$ cat src/rtl/param_up_down_counter.sv
// param_up_down_counter: parametrised modulo-(MAX+1) up/down counter with
// variable step, synchronous parallel load, count enable, registered
// carry/borrow pulses and combinational at_max/at_zero status.
//
// Optional build macro: PARAM_UP_DOWN_COUNTER_SATURATE_EN
//   undefined (default): an up/down step past MAX/0 wraps modulo MAX+1.
//   defined            : the counter clamps at MAX/0 instead of wrapping;
//                        carry/borrow still pulse to flag each clamp event.
module param_up_down_counter #(
  parameter int          WIDTH = 4,
  parameter int unsigned MAX   = 15
) (
  input  logic             clk,
  input  logic             reset,
  input  logic             enable,
  input  logic             load,
  input  logic [WIDTH-1:0] load_value,
  input  logic             up_down_flag,
  input  logic [WIDTH-1:0] step,
  output logic [WIDTH-1:0] counter,
  output logic             carry,
  output logic             borrow,
  output logic             at_max,
  output logic             at_zero
);

  // One extra bit of headroom so MAX+1 and counter+step never overflow.
  localparam logic [WIDTH:0] MAX_EXT = (WIDTH+1)'(MAX);
  localparam logic [WIDTH:0] MODULUS = (WIDTH+1)'(MAX + 1);

  logic [WIDTH:0]   counter_ext;
  logic [WIDTH:0]   step_ext;
  logic [WIDTH:0]   load_ext;
  logic [WIDTH:0]   eff_step;
  logic [WIDTH:0]   sum_up;
  logic [WIDTH-1:0] next_counter;
  logic             next_carry;
  logic             next_borrow;

  assign counter_ext = {1'b0, counter};
  assign step_ext    = {1'b0, step};
  assign load_ext    = {1'b0, load_value};

  // A step larger than the modulus range is treated as MAX.
  assign eff_step = (step_ext > MAX_EXT) ? MAX_EXT : step_ext;
  assign sum_up   = counter_ext + eff_step;

  assign at_max  = (counter_ext == MAX_EXT);
  assign at_zero = (counter == '0);

  // Next-state selection: load beats enable; otherwise hold with no pulses.
  always_comb begin
    // NOTE: every output of this block gets a default first so no path can
    // leave a value unassigned and infer a latch.
    next_counter = counter;
    next_carry   = 1'b0;
    next_borrow  = 1'b0;

    if (load) begin
      next_counter = (load_ext > MAX_EXT) ? WIDTH'(MAX_EXT) : load_value;
    end else if (enable) begin
      if (up_down_flag) begin
        if (sum_up > MAX_EXT) begin
          next_carry = 1'b1;
`ifdef PARAM_UP_DOWN_COUNTER_SATURATE_EN
          next_counter = WIDTH'(MAX_EXT);
`else
          next_counter = WIDTH'(sum_up - MODULUS);
`endif
        end else begin
          next_counter = WIDTH'(sum_up);
        end
      end else begin
        if (eff_step > counter_ext) begin
          next_borrow = 1'b1;
`ifdef PARAM_UP_DOWN_COUNTER_SATURATE_EN
          next_counter = '0;
`else
          next_counter = WIDTH'(counter_ext + MODULUS - eff_step);
`endif
        end else begin
          next_counter = WIDTH'(counter_ext - eff_step);
        end
      end
    end
  end

  // State register with synchronous active-low reset overriding everything.
  always_ff @(posedge clk) begin
    // NOTE: non-blocking assignments here so every register samples the
    // pre-edge values, independent of statement order.
    if (!reset) begin
      counter <= '0;
      carry   <= 1'b0;
      borrow  <= 1'b0;
    end else begin
      counter <= next_counter;
      carry   <= next_carry;
      borrow  <= next_borrow;
    end
  end

endmodule
$ cat config.mk
export PLATFORM = sky130hd
export DESIGN_NAME = param_up_down_counter
export DESIGN_NICKNAME = d
export VERILOG_FILES = /design/src/rtl/param_up_down_counter.sv
export SDC_FILE = /design/constraint.sdc
export NUM_CORES = 1
export LEC_CHECK = 0
export ABC_AREA = 1
export BUFFER_PORTS_ARGS = -buffer_cell sky130_fd_sc_hd__clkbuf_2
export CAP_MARGIN = 20
export CORE_AREA = 2 2 39 41
export CTS_CLUSTER_DIAMETER = 40
export DETAILED_ROUTE_END_ITERATION = 12
export DIE_AREA = 0 0 41 43
export PLACE_DENSITY = 0.81
export SLEW_MARGIN = 30
export SYNTH_ARGS = -nofsm -noshare
export SYNTH_HDL_FRONTEND = slang
export SYNTH_SLANG_ARGS = --single-unit
$ cat constraint.sdc
create_clock -name clk -period 2 [get_ports clk]
set_input_delay 0.4 -clock clk [delete_from_list [all_inputs] [get_ports clk]]
set_output_delay 0.4 -clock clk [all_outputs]
set_load 0.1 [all_outputs]
==> impl_results.md <==
* Run status: completed
* Row count at 14
* Largest net degree at the start of global routing at 10
* Setup crit start: counter[1]
* CP max stage delay at 470 ps
* Post-route ant nets at 0
* Sequential fraction of the synthesis area at 21.7%
* RSZ-0062 raised after global routing: false
* Area of the core at 1380 sq um
* Layout cells sized above 1 at 35.0%
* Die area at 1760 sq um
* Worst IR Drop VDD at 0.304 mV
* Syn Inst Count at 77
* Initial antenna violation count at 0
* F_max at 556 MHz
* Worst path required time at 1600 ps
* Crit-path max FO at 7
* Cells after DPL at 112
* R2R Setup Slk at 380 ps
* R2R Path End: counter[2]
* Max_cap viols at 0
* CTS Buf Count at 3
* DR pass1 iterations at 4
* PnR worst setup slack at 201 ps
* Cell leakage power at 0.404 nW
* Worst R2R Start: counter[0]
* Worst hold path type: in2reg
* Crit start category: flop
* Worst slew pin tran at 541 ps
* Synth Net Count at 100
* Fin nets at 124
* Setup crit end: at_max
* YS warnings at 0
* Post-Layout Cell Count at 116
* # hold bufs at CTS at 0
* Critical path type: reg2out
* DIE WIDTH at 41 microns
* Remaining routing DRC violations at 0
* Via Count at 589
* TritonCTS clock tree: built
* DP HPWL at 1.07 mm
* Worst Reg2Reg Path Length in Cells at 8
* Dpl ws at 326 ps
* Pwr/cell area at 652 nW/um^2
* Setup Buffers After CTS at 0
* Final min period at 1800 ps
* Wirelength per Cell at 10.8 microns
* H-tree depth at 1
* Fin Setup TNS at 0 ps
* GRT Overall Usage at 16.9%
* Avg Vias per Cell at 5.08
* CTS sink cnt at 6
* Boundary Pins at 21
* Crit end category: primary output
* Worst-path clk slew at 50 ps
* Antenna cell count at 0
* CP max stage cell: clkbuf_2
* Average instance area after synthesis at 7.20 sq um
* Worst EP arrival at 1400 ps
* CP Cell Sequence: inv_1 -> nor3_4 -> clkbuf_2
* Vias in the first global route at 524
* Gpl congestion at 0.824
* CTS Root Cell: clkbuf_4
* Later-pin clock latency in the skew report at 250 ps
* Synthesized area at 554 sq um
* Final worst-path cycle share at 90.0%
* Number of port buffers at 20
* Longest Clk Path Bufs at 2
* Die Height at 43 microns
* DRT iter0 DRCs at 8
* Initial Util at 40.1%
* Endpoints failing hold at 0
* Max-slew violations at 0
* WL final at 1.25 mm
* Worst slew margin at 64.1%
* Fin Clk Skew at 8.56 ps
* Register bit total from synthesis at 6
* Final setup viols at 0
* GRT overflow at 0
* Count of cell types in the netlist at 21
* First-pass GRT wire length at 2.12 mm
* Area grow syn2layout at 33.0%
* PostCTS Resize Cnt at 0
## kinds of logic after synthesis
| group | after synthesis | share of synthesized area [%] |
|---|---|---|
| AO/OA/AOI/OAI | 13 | 16.0 |
| buffers and inverters | 19 | 13.1 |
| XOR/XNOR | 1 | 1.58 |
| AND/OR/NAND/NOR | 28 | 22.3 |
| flip-flops | 6 | 21.7 |
| adder cells (fa/ha/maj) | 10 | 25.3 |
## power by group
group,internal (mW),total (mW),switching (mW)
Clock,0.0759,0.124,0.0483
Sequential,0.128,0.143,0.0158
Combinational,0.0600,0.213,0.153
Total,0.263,0.480,0.217
## worst max-delay path, delay by kind of cell, from the launching register on
family	cells	cell delay [ps]
buf+inv	2	580
flops	1	400
simple gates	1	170
## synth_stat cells
master / instances / area share, %
ha_1: 8 / 18
a31oi_1: 1 / 1.1
nor2_1: 3 / 2.0
xor2_1: 1 / 1.6
nor3_1: 2 / 1.8
inv_1: 16 / 11
inv_2: 2 / 1.4
fa_1: 2 / 7.2
o21ai_0: 2 / 1.8
a21oi_1: 3 / 2.7
a21oi_2: 2 / 3.2
dfxtp_1: 6 / 22
nor4_1: 3 / 3.4
nand2_1: 14 / 9.5
o21ai_2: 1 / 1.6
nand3_1: 5 / 4.5
nor2_2: 1 / 1.1
o31ai_1: 1 / 1.4
o221ai_1: 1 / 1.6
buf_2: 1 / 0.90
a22oi_1: 2 / 2.7
## per-layer routing
metal / vias to the layer above / GRT usage, % / share of wire (%)
li1: 295 / - / -
met1: 265 / 23.4 / 40
met2: 27 / 26.3 / 53
met3: 2 / 3.14 / 7.1
met4: 0 / 4.00 / 0.32
met5: - / 0 / 0
## metrics by stage
| step | util, % | power [mW] | hold slack (ps) | area, sq um |
|---|---|---|---|---|
| global route | 53.3 | 0.513 | 401 | 737 |
| detailed placement | 51.4 | 0.359 | 612 | 711 |
| global placement | 51.4 | 0.353 | 608 | 711 |
| CTS | 53.3 | 0.484 | 384 | 737 |
| finish | 53.3 | 0.480 | 389 | 737 |
| floorplan | - | 0.311 | 477 | 596 |
## cells in the final DEF (no fill, tap or decap)
cell,instances
inv_2,2
clkbuf_1,1
o21ai_2,1
dfxtp_1,2
nor4_4,1
a21oi_2,2
a31oi_1,1
nand3_1,5
clkbuf_2,20
xor2_1,1
a21oi_1,3
nor4_1,2
o31ai_1,1
clkbuf_4,3
nor2_2,1
o221ai_1,1
nor2_1,3
nand2_1,14
o21ai_0,2
fa_1,2
dfxtp_4,4
nor3_1,1
ha_1,8
inv_1,16
a22oi_1,2
nor3_4,1
## flip-flops by register name (all words and copies together), names as in the netlist
register / count
borrow: 1
carry: 1
counter: 4
## worst min path at each step
stage,end,cells past startpoint,startpoint,slack (ps)
after floorplan,borrow,1,up_down_flag,480
after global placement,counter[1],2,counter[1],610
after detailed placement,counter[1],2,counter[1],610
after CTS,counter[0],3,reset,380
after global routing,counter[1],3,load_value[1],400
final,counter[1],3,load_value[1],390
## area by class of cell
cell class	instances	area [sq um]
inverters	18	67.6
well taps	16	20.0
multi-input cells	52	388
repair buffers	20	100
clock buffers	4	26.3
flip-flops and latches	6	135
fillers	148	647
No activity file was read; power rests on OpenSTA's default activity.
